`src/rtl/dwt_frame_loader_if.sv`:
```
// Sample stream and DWT-core handshake between the loader, its upstream source and the core.
// The loader takes the slave side; the upstream source and DWT core together take the master side.
interface dwt_frame_loader_if #(
  parameter int unsigned N = 8
);
  logic            s_valid;
  logic [15:0]     s_data;
  logic            s_last;
  logic            s_ready;
  logic [N*16-1:0] array_out;
  logic            dwt_start;
  logic            dwt_done;

  modport master (
    output s_valid, s_data, s_last, dwt_done,
    input  s_ready, array_out, dwt_start
  );

  modport slave (
    input  s_valid, s_data, s_last, dwt_done,
    output s_ready, array_out, dwt_start
  );
endinterface

```
`src/rtl/dwt_frame_loader.sv`:
```
// Ping-pong frame loader: collects N Q8.8 samples per bank and hands each full bank to a DWT core
// through a start/done level handshake.
module dwt_frame_loader #(
  parameter int unsigned N = 8
) (
  input  logic               clk,
  input  logic               rst,
  dwt_frame_loader_if.slave  sif,
  output logic               err_len,
  output logic               busy,
  output logic [15:0]        frame_cnt
);

  localparam int unsigned IdxW = $clog2(N);

  typedef enum logic [1:0] {StIdle, StStart, StWaitDone, StRelease} state_e;

  state_e          state_q;
  logic [1:0]      full_q, full_d;
  logic            wr_bank_q, rd_bank_q;
  logic [IdxW-1:0] wr_idx_q;
  logic [N*16-1:0] bank_q [2];
  logic [N*16-1:0] array_q;
  logic            dwt_start_q;
  logic            err_len_q;
  logic [15:0]     frame_cnt_q;

  logic accept, idx_last, frame_done, release_bank, store;

  assign sif.s_ready   = ~full_q[wr_bank_q];
  assign sif.array_out = array_q;
  assign sif.dwt_start = dwt_start_q;
  assign err_len       = err_len_q;
  assign busy          = (state_q != StIdle);
  assign frame_cnt     = frame_cnt_q;

  assign accept       = sif.s_valid & sif.s_ready;
  assign idx_last     = (wr_idx_q == IdxW'(N - 1));
  assign frame_done   = accept & idx_last;
  assign release_bank = (state_q == StWaitDone) & sif.dwt_done;
  // An early s_last only aborts the partial frame; the sample itself is not kept.
  assign store        = accept & (idx_last | ~sif.s_last);

  // Set and clear always target different banks, so both apply in the same cycle.
  always_comb begin
    full_d = full_q;
    if (release_bank) full_d[rd_bank_q] = 1'b0;
    if (frame_done)   full_d[wr_bank_q] = 1'b1;
  end

  always_ff @(posedge clk or posedge rst) begin
    if (rst) begin
      full_q    <= '0;
      wr_bank_q <= 1'b0;
      wr_idx_q  <= '0;
      err_len_q <= 1'b0;
    end else begin
      full_q    <= full_d;
      err_len_q <= accept & (idx_last ? ~sif.s_last : sif.s_last);
      if (accept) begin
        if (idx_last) begin
          wr_idx_q  <= '0;
          wr_bank_q <= ~wr_bank_q;
        end else if (sif.s_last) begin
          wr_idx_q  <= '0;
        end else begin
          wr_idx_q  <= wr_idx_q + 1'b1;
        end
      end
    end
  end

  // Sample storage carries no reset; clearing the full flags is what discards buffered data.
  always_ff @(posedge clk) begin
    if (!rst && store) begin
      bank_q[wr_bank_q][16*int'(wr_idx_q) +: 16] <= sif.s_data;
    end
  end

  always_ff @(posedge clk or posedge rst) begin
    if (rst) begin
      state_q     <= StIdle;
      array_q     <= '0;
      dwt_start_q <= 1'b0;
      rd_bank_q   <= 1'b0;
      frame_cnt_q <= '0;
    end else begin
      unique case (state_q)
        StIdle: begin
          if (full_q[rd_bank_q]) begin
            array_q     <= bank_q[rd_bank_q];
            dwt_start_q <= 1'b1;
            state_q     <= StStart;
          end
        end
        StStart: begin
          state_q <= StWaitDone;
        end
        StWaitDone: begin
          if (sif.dwt_done) begin
            dwt_start_q <= 1'b0;
            rd_bank_q   <= ~rd_bank_q;
            frame_cnt_q <= frame_cnt_q + 16'd1;
            state_q     <= StRelease;
          end
        end
        StRelease: begin
          if (!sif.dwt_done) state_q <= StIdle;
        end
        default: state_q <= StIdle;
      endcase
    end
  end

endmodule
```
`src/flat_wrapper.sv`:
```
// flat-port wrapper written by rule: the top's interface ports become plain ports
module dwt_frame_loader_flat 
#(
  parameter int unsigned N = 8
)
  (clk, rst, err_len, busy, frame_cnt, sif_s_valid, sif_s_data, sif_s_last, sif_dwt_done, sif_s_ready, sif_array_out, sif_dwt_start);
  dwt_frame_loader_if #(.N(N)) sif_i ();
  input  logic clk;
  input  logic rst;
  output logic err_len;
  output logic busy;
  output logic [15:0] frame_cnt;
  input wire logic [$bits(sif_i.s_valid)-1:0] sif_s_valid;
  input wire logic [$bits(sif_i.s_data)-1:0] sif_s_data;
  input wire logic [$bits(sif_i.s_last)-1:0] sif_s_last;
  input wire logic [$bits(sif_i.dwt_done)-1:0] sif_dwt_done;
  output wire logic [$bits(sif_i.s_ready)-1:0] sif_s_ready;
  output wire logic [$bits(sif_i.array_out)-1:0] sif_array_out;
  output wire logic [$bits(sif_i.dwt_start)-1:0] sif_dwt_start;
  assign sif_i.s_valid = sif_s_valid;
  assign sif_i.s_data = sif_s_data;
  assign sif_i.s_last = sif_s_last;
  assign sif_i.dwt_done = sif_dwt_done;
  assign sif_s_ready = sif_i.s_ready;
  assign sif_array_out = sif_i.array_out;
  assign sif_dwt_start = sif_i.dwt_start;
  dwt_frame_loader #(.N(N)) u_core (.clk(clk), .rst(rst), .sif(sif_i), .err_len(err_len), .busy(busy), .frame_cnt(frame_cnt));
endmodule
```
`config.mk`:
```
export PLATFORM = sky130hd
export DESIGN_NAME = dwt_frame_loader_flat
export DESIGN_NICKNAME = d
export VERILOG_FILES = /design/src/rtl/dwt_frame_loader_if.sv /design/src/rtl/dwt_frame_loader.sv /design/src/flat_wrapper.sv
export SDC_FILE = /design/constraint.sdc
export NUM_CORES = 1
export LEC_CHECK = 0
export CORE_UTILIZATION = 50
export DETAILED_ROUTE_END_ITERATION = 6
export PLACE_DENSITY = 0.8
export SETUP_SLACK_MARGIN = 0.02
export SYNTH_ARGS = -nofsm -noshare
export SYNTH_HDL_FRONTEND = slang
export SYNTH_SLANG_ARGS = --single-unit
export TNS_END_PERCENT = 30
```
`constraint.sdc`:
```
create_clock -name clk -period 16.25 [get_ports clk]
set_clock_uncertainty 0.1 [all_clocks]
set_input_delay 3.25 -clock clk [delete_from_list [all_inputs] [get_ports clk]]
set_output_delay 3.25 -clock clk [all_outputs]
set_load 0.005 [all_outputs]
```
## Yosys cells after proc, flatten, opt, wreduce, memory -nomap -nowiden

Memory sizes are Yosys's and may differ from the RTL's. A register that Yosys moved wholly into a read port is not among the register bits.
Cells that the tools add are included.

- Add/subtract/negate cells: 3
- Magnitude comparators: 4
- Equal/unequal tests: 7
- Shift operators: 2
- Multiplexer cells: 22
- Bitwise gates (word level): 13
- Reductions and logical operators: 12

Operators by type and width:

| operator | count |
|---|---|
| 128-bit two-way mux | 1 |
| 16-bit by 33-bit variable shift with 128-bit output (first input constant) | 1 |
| 16-bit by 33-bit indexed part select with 128-bit output | 1 |
| 7-bit negation with 33-bit output | 1 |
| 16-bit by 1-bit adder with 16-bit output (second input constant) | 1 |
| 1-bit two-way mux | 10 |
| 2-bit two-way mux | 5 |
| 2-bit case mux with 4 select lines | 1 |
| 3-bit two-way mux | 2 |
| 2-bit AND reduction | 3 |
| 3-bit AND reduction | 2 |
| 1-bit bitwise AND | 5 |
| 2-bit == test (second input constant) | 2 |
| 1-bit by 2-bit less-than comparator with 1-bit output (second input constant) | 2 |
| 2-bit != test (second input constant) | 2 |
| 1-bit NOT | 4 |
| 2-bit nonzero test | 2 |
| 3-bit by 1-bit adder with 3-bit output (second input constant) | 1 |
| 3-bit == test (second input constant) | 1 |
| 1-bit logical AND | 3 |
| 2-bit bitwise AND | 1 |
| 1-bit demux with 1-bit select | 2 |
| 2-bit by 1-bit == test with 1-bit output (second input constant) | 1 |
| 1-bit greater-or-equal comparator (second input constant) | 2 |
| other kinds (7) | 7 |

- Register bits after elaboration: 27
- Bits in writable memories: 256
- Input port bits: 21
- Output and inout bits: 148
- Logic and storage cells: 72
- Memories kept: 1

Memory list:

| memory | depth | bits a word | read ports | clocked after Yosys merged registers in | write ports | RTL line | text |
|---|---|---|---|---|---|---|---|
| u_core.bank_q | 2 | 128 | 1 | 1 | 1 | dwt_frame_loader.sv:22 | `logic [N*16-1:0] bank_q [2];` |

## Longest topological paths before layout

Gate-level depths: netlist of run 1.

- Word-level depth: 9
- Mapped depth: 9
- Mapped depth without buffers: 8

## Worst setup path after synthesis of run 1

No wires, ideal clock.

- Path type: input to register
- Start: input port sif_s_last
- End: memory u_core.bank_q[0][112] (netlist bit), enable pin
- Arrival: 4.962 ns
- Required time: 15.741 ns
- Path slack: 10.778 ns
- Cell stages on the path: 4
- Path buffers: 0
- Cells stage by stage: ha_1 > nor3b_2 > nand3_1 > nor3_1

- Cells in the longest elaborated chain, start to end: 6

RTL lines:

| element | RTL line | text |
|---|---|---|
| start, declared | flat_wrapper.sv:15 | `input wire logic [$bits(sif_i.s_last)-1:0] sif_s_last;` |
| 1-bit NOT | dwt_frame_loader.sv:42 | `assign store = accept & (idx_last \| ~sif.s_last);` |
| 1-bit OR | dwt_frame_loader.sv:42 |  |
| 1-bit bitwise AND | dwt_frame_loader.sv:42 |  |
| 1-bit logical AND | dwt_frame_loader.sv:75 | `if (!rst && store) begin` |
| 1-bit two-way mux | dwt_frame_loader.sv:75 |  |
| 128-bit two-way mux (implied by the code) | dwt_frame_loader.sv:76 | `bank_q[wr_bank_q][16*int'(wr_idx_q) +: 16] <= sif.s_data;` |
| end, declared | dwt_frame_loader.sv:22 |  |

No other way between the ends.

## Worst setup path after layout of run 1

- Start: input port sif_s_last
- End: memory u_core.bank_q[1][124] (netlist bit), enable pin

The elaborated chain is that of the path after synthesis.

==> impl_results.md, run 1 <==
* Hold violation count in the final report at 0
* Fin. max-slew vios at 0
* Leakage Power at 7.62 nW
* Worst-margin pin slew at roughly 1.3 ns
* # rows at between 60 and 70
* Via count at between 9000 and 10000
* Pin count of the biggest net entering global routing at between 100 and 150
* Crit path time final at around 5.9 ns
* Initial antenna violation count at 0
* Chip Height at between 150 and 200 um
* Port bufs at 168
* Final period util at approximately 36%
* Cell area after synthesis at about 0.016 mm2
* Top cell type by total area after synthesis: edfxtp_1
* DP Wirelength at about 23000 um
* Synth top area cells: edfxtp_1 49%, dfrtp_1 25%, mux2i_1 8.2%, nor2_1 5.2%, a21oi_1 4.1%
* Synthesized instance count at between 1000 and 1500
* Post-Route WL at 34300 um
* H-tree levels at 2
* Sink Count at between 400 and 500
* Share of cells above drive strength 1 at 6.37%
* GR Util All Layers at approximately a fifth
* Unrepaired setup endpoints after global routing: no
* Crit end category: flop
* Vias in the first global route at around 9600
* Post-synthesis sequential area ratio at 73.2%
* TritonCTS Buffers at 40
* Filler Cells Inserted at roughly 2200
* Post-synth cell types at 37
* Initial core utilization at ~51%
* Syn_nets at 1167
* Worst skew pair latency at about 0.53 ns
* Post-synth top area share at just under 50%
* Core outline area at 0.0308 mm2
* Failing checks: design-rule violations
* Max Freq at ~0.17 GHz
* Crit Path Class: primary input to flop
* Maximum VDD drop at between 100 and 150 uV
* Via/cell ratio at 5.44
* First-pass GRT wire length at roughly 53000 um
* Total power per unit cell area at 168 mW/mm2
* Slew HR at approximately 14%
* Clock Tree Root: clkbuf_16
* Maximum fanout along the worst path at 16
* Post-Place Worst Slack at approximately 10 ns
* Synthesized flop and latch total at 411
* Nets at approximately 1300
* Post-CTS setup buffers at 0
* CTS Hold Bufs at 0
* Layout area overhead at 20.8%
* Chip width at between 150 and 200 um
* DRC viols at 14
* Status: finished, violations left
* Setup crit start kind: primary input
* Max Cap Violations at 0
* Top Ports at approximately 170
* Detail Route Antenna Nets at 0
* Hold crit path type: flop to flop
* Post-route setup TNS at 0 ns
* WP data arrival at 5.95 ns
* Synth warn at 0
* Req. time, crit path at about 16 ns
* Setup slack after layout at 10.34 ns
* Hold slack at ~0.37 ns
* Overflow after GRT at 0
* Syn_area_per_cell at 13.9 um2
* CTS Buffer Depth at 3
* CTS tree: yes
* Die area at roughly 0.032 mm2
* Routed len/inst at between 15 and 20 um
* 1st-pass router iterations at 7
* CTS clk-pin slew, worst paths at approximately 0.060 ns
* Setup violators final at 0
* Post-CTS Resized at 0
* Ant. Diodes at 0
* GP Congestion at between 0.8 and 0.9
* DR iter-0 viols at a little under 800
[layer usage]
metal  vias to the layer above  track usage, %  wire (um)  part of all wire, %
met3                        67            3.79       2000                  5.8
met5                         -               0          0                    0
met4                         0            7.59        994                  2.9
met2                       337            37.5      17600                   51
li1                       4378               -          -                    -
met1                      4626            26.6      13700                   40
[final cells by class]
class / instances / area (um2) / share of cell area, %
repair buffers: 186 / 1820 / 9.51
clock inverters: 17 / 160 / 0.839
multi-input cells: 657 / 3920 / 20.5
well taps: 396 / 495 / 2.59
inverters: 9 / 38.8 / 0.203
clock buffers: 55 / 1100 / 5.75
flip-flops and latches: 411 / 11600 / 60.6
[sequential cells by signal, summed over array words and instances, names as in the netlist]
| register | flops |
|---|---|
| u_core.bank_q | 256 |
| u_core.err_len | 1 |
| u_core.frame_cnt | 16 |
| u_core.full_q | 2 |
| u_core.rd_bank_q | 1 |
| u_core.sif.array_out | 128 |
| u_core.sif.dwt_start | 1 |
| u_core.state_q | 2 |
| u_core.wr_bank_q | 1 |
| u_core.wr_idx_q | 3 |
[where the power goes]
group	switching (mW)	internal, mW	leakage (nW)
Clock	0.371	0.521	0.613
Sequential	0.127	1.29	4.45
Combinational	0.415	0.488	2.55
[kinds of logic after synthesis]
group	after synthesis	share of synthesized area (%)
flops	411	73.2
simple gates	361	10.2
compound gates	140	4.56
mux	131	8.31
buf+inv	69	2.10
xor+xnor	16	0.887
fa+ha+maj	9	0.713
[cell usage in the layout (no fill, tap or decap), types with 2 or more instances in the layout]
cell             netlist  layout
clkbuf_1              10      12
xnor2_1               11      11
nand4_1                6       6
nor2b_1                3       3
ha_1                   9       9
clkbuf_8               0       2
bufinv_16              0       3
nand3_1               12      12
dfrtp_1              155     154
nor3_2                 2       3
clkdlybuf4s50_1        0     168
a21oi_1              129     129
or3_1                  2       2
and2_1                33      33
xor2_1                 5       5
nand2_1               38      38
mux2i_1              130     130
and3_1                34      34
clkbuf_16              0      41
nor2_1               219     218
o21ai_0                5       5
clkinv_1               0       7
clkinv_2               0       5
inv_1                  8       7
buf_4                  4      18
edfxtp_1             256     256
nor2_2                 2       2
nor4_1                 3       3
[cell usage after synthesis (all sizes together)]
library cell  count
a211oi            1
mux2i           130
ha                9
clkbuf           10
xor2              5
inv               9
o21ai             5
nand3b            1
nand3            12
nand2            39
and3             34
nand2b            1
o31ai             1
a21o              1
nor3              4
nor2b             3
buf              50
nor4              4
and2             33
dfrtp           155
a21oi           129
a21bo             1
nand4             6
nor2            221
a221oi            1
nor3b             1
o22a              1
xnor2            11
or3               2
edfxtp          256
mux2              1
[worst max-delay path, stage by stage]
cell and delay (ns):
clkdlybuf4s50_1 0.44, ha_1 0.22, nor3b_2 0.35, nand3b_1 0.27, or3_1 0.47, nor3_2 0.93
[per-stage QoR]
stage | util [%] | power [mW] | cells | cell area [um2]
after detailed placement | 57.8 | 2.33 | 1658 | 17800
after global placement | 57.8 | 2.31 | 1658 | 17800
after global routing | 61.9 | 3.36 | 1731 | 19100
after floorplan | - | 1.85 | 1137 | 15800
final | 61.9 | 3.21 | 1731 | 19100
after CTS | 61.9 | 3.23 | 1730 | 19100
[worst paths after layout]
check	startpoint	to	slack [ns]	depth (start not counted)
worst max-delay path	sif_s_last	u_core.bank_q[1][124]	10.34	6
worst min-delay path	u_core.frame_cnt[15]	u_core.frame_cnt[15]	0.37	1
worst max register to register	u_core.wr_idx_q[0]	u_core.bank_q[0][73]	12.27	6
worst min register to register	u_core.frame_cnt[15]	u_core.frame_cnt[15]	0.37	1
max in group asynchronous	rst	u_core.sif.array_out[22]	11.56	3
min in group asynchronous	rst	u_core.wr_idx_q[0]	3.20	2
Power figures use the tool's default switching activity.
==> inputs of run 2 (changes only) <==
==> constraint.sdc (replaced) <==
create_clock -name clk -period 5.82 [get_ports clk]
set_clock_uncertainty 0.1 [all_clocks]
set_input_delay 1.164 -clock clk [delete_from_list [all_inputs] [get_ports clk]]
set_output_delay 1.164 -clock clk [all_outputs]
set_load 0.005 [all_outputs]
==> impl_results.md, run 2 (same netlist as run 1, synthesis figures left out) <==
* DP Wirelength at approximately 22000 um
* First-pass GRT wire length at roughly 52000 um
* Overflow after GRT at 0
* Total power per unit cell area at ~470 mW/mm2
* Worst skew pair latency at roughly 0.54 ns
* Clock Power Share at between 20% and 30%
* Leakage Power at approximately 7.7 nW
* # rows at 64
* Unrepaired setup endpoints after global routing: no
* Fin. max-slew vios at 0
* Biggest register: u_core.bank_q
* Status: finished, violations left
* Crit path time final at between 3 and 4 ns
* Ant. Diodes at 0
* DRC viols at 14
* Setup violators final at 0
* Hold Path Stages at 1
* Core outline area at slightly above 0.03 mm2
* Filler Cells Inserted at between 2000 and 2500
* Vias in the first global route at approximately 9400
* Port bufs at approximately 170
* Clock Tree Root: clkbuf_16
* Crit end category: flop
* TritonCTS Buffers at 41
* Post-route setup TNS at 0 ns
* Slew HR at about 16%
* Sw frac at between 20% and 30%
* Post-CTS setup buffers at 0
* Layout area overhead at 21.7%
* Gate power share at about 27%
* Hold crit path type: flop to flop
* Power Internal at 6.50 mW
* Chip width at ~180 um
* Post-CTS Resized at 0
* Maximum VDD drop at 304 uV
* Max Cap Violations at 0
* CTS Hold Bufs at 0
* Max Freq at roughly 0.28 GHz
* GR Util All Layers at a little over a fifth
* Final period util at approximately 60%
* Detail Route Antenna Nets at 0
* Top Ports at about 170
* CTS clk-pin slew, worst paths at approximately 0.06 ns
* Hold slack at about 0.38 ns
* Via/cell ratio at between 5 and 6
* Worst path slowest cell: nor2b_1
* Post-Route WL at 34300 um
* Commonest non-fill, non-tap cells in the layout: 256 x edfxtp_1, 219 x nor2_1, 168 x clkdlybuf4s50_1
* Initial antenna violation count at 1
* Hold violation count in the final report at 0
* Pin count of the biggest net entering global routing at 257
* Worst-margin pin slew at 1.25 ns
* WP data arrival at 3.69 ns
* Net Switching at about 2.6 mW
* Crit Path Class: flop to flop
* H-tree levels at 2
* Req. time, crit path at approximately 6 ns
* Nets at roughly 1300
* Crit-path max cell delay at 0.88 ns
* Most common cell after layout, fill and taps aside: edfxtp_1
* Die area at about 0.032 mm2
* Crit-path most repeated cell: ha_1
* Setup crit start kind: flop
* GP Congestion at 0.821
* CTS tree: yes
* Via count at 9448
* Sink Count at about 400
* 1st-pass router iterations at 7
* DR iter-0 viols at 660
* Initial core utilization at around 51%
* Flop pwr share at 43.9%
* Chip Height at about 180 um
* Core Util, Final at between 60% and 70%
* Routed len/inst at just under 20 um
* Worst Reg-to-Reg Cells at 7
* Failing checks: design-rule violations
* CTS Buffer Depth at 3
* Maximum fanout along the worst path at 18
* CP Cell Sequence: inv_2 > ha_1 > ha_1 > nor2b_1 > nand2_2 > nor2_1 > buf_4
* Max reg flops at approximately 260
* Share of cells above drive strength 1 at ~7.5%
run 2: changes by cell type in the layout (fill, tap and decap cells not counted), moves of 2 or more:
cell and change:
buf_4 +2, clkbuf_1 -3, clkinv_2 +6, clkbuf_16 +3, clkbuf_8 +4, clkinv_1 -6
run 2: worst max-delay path, delay by kind of cell (launching register included):
family                     cells  cell delay (ns)
buffers and inverters          2             0.38
and+or+nand+nor                3             1.53
adders and majority gates      2             0.70
DFF                            1             0.54
run 2: per-stage QoR:
| step | total power [mW] | instances | area [um2] | worst slack [ns] |
|---|---|---|---|---|
| floorplan | 5.16 | 1137 | 15800 | 0.378 |
| global placement | 6.43 | 1662 | 17900 | 2.07 |
| detailed placement | 6.51 | 1662 | 17900 | 2.03 |
| CTS | 9.14 | 1738 | 19200 | 2.33 |
| global route | 9.49 | 1738 | 19200 | 2.05 |
| finish | 9.07 | 1738 | 19200 | 2.26 |
run 2: per-layer routing:
layer  GRT usage (%)  share of wire [%]
met5               0              0.038
met3            4.78                6.7
met2            36.4                 51
met4            7.03                2.7
met1            26.3                 39
run 2: power groups by stage:
stage	clock [mW]	combinational (mW)	sequential, mW
floorplan	0	1.22	3.94
global placement	0	2.41	4.02
detailed placement	0	2.48	4.03
CTS	2.65	2.50	3.98
global route	2.77	2.68	4.04
finish	2.62	2.47	3.98
run 2: final cells by class:
cell class	count	area, um2	share of cell area, %
clock buffer	59	1220	6.33
multi-input combinational	657	3920	20.4
clock inverter	17	144	0.748
inverter	9	38.8	0.202
sequential	411	11600	60.2
timing repair buffer	189	1850	9.63
tap	396	495	2.58
run 2: final timing paths:
kind / from / endpoint / slack [ns]
worst min-delay path: u_core.frame_cnt[15] / u_core.frame_cnt[15] / 0.38
worst max register to register: u_core.wr_idx_q[0] / u_core.bank_q[0][62] / 2.26
worst min register to register: u_core.frame_cnt[15] / u_core.frame_cnt[15] / 0.38
max in group asynchronous: rst / u_core.sif.array_out[22] / 3.23
min in group asynchronous: rst / u_core.full_q[0] / 1.26
worst max-delay path: u_core.wr_idx_q[0] / u_core.bank_q[0][62] / 2.26
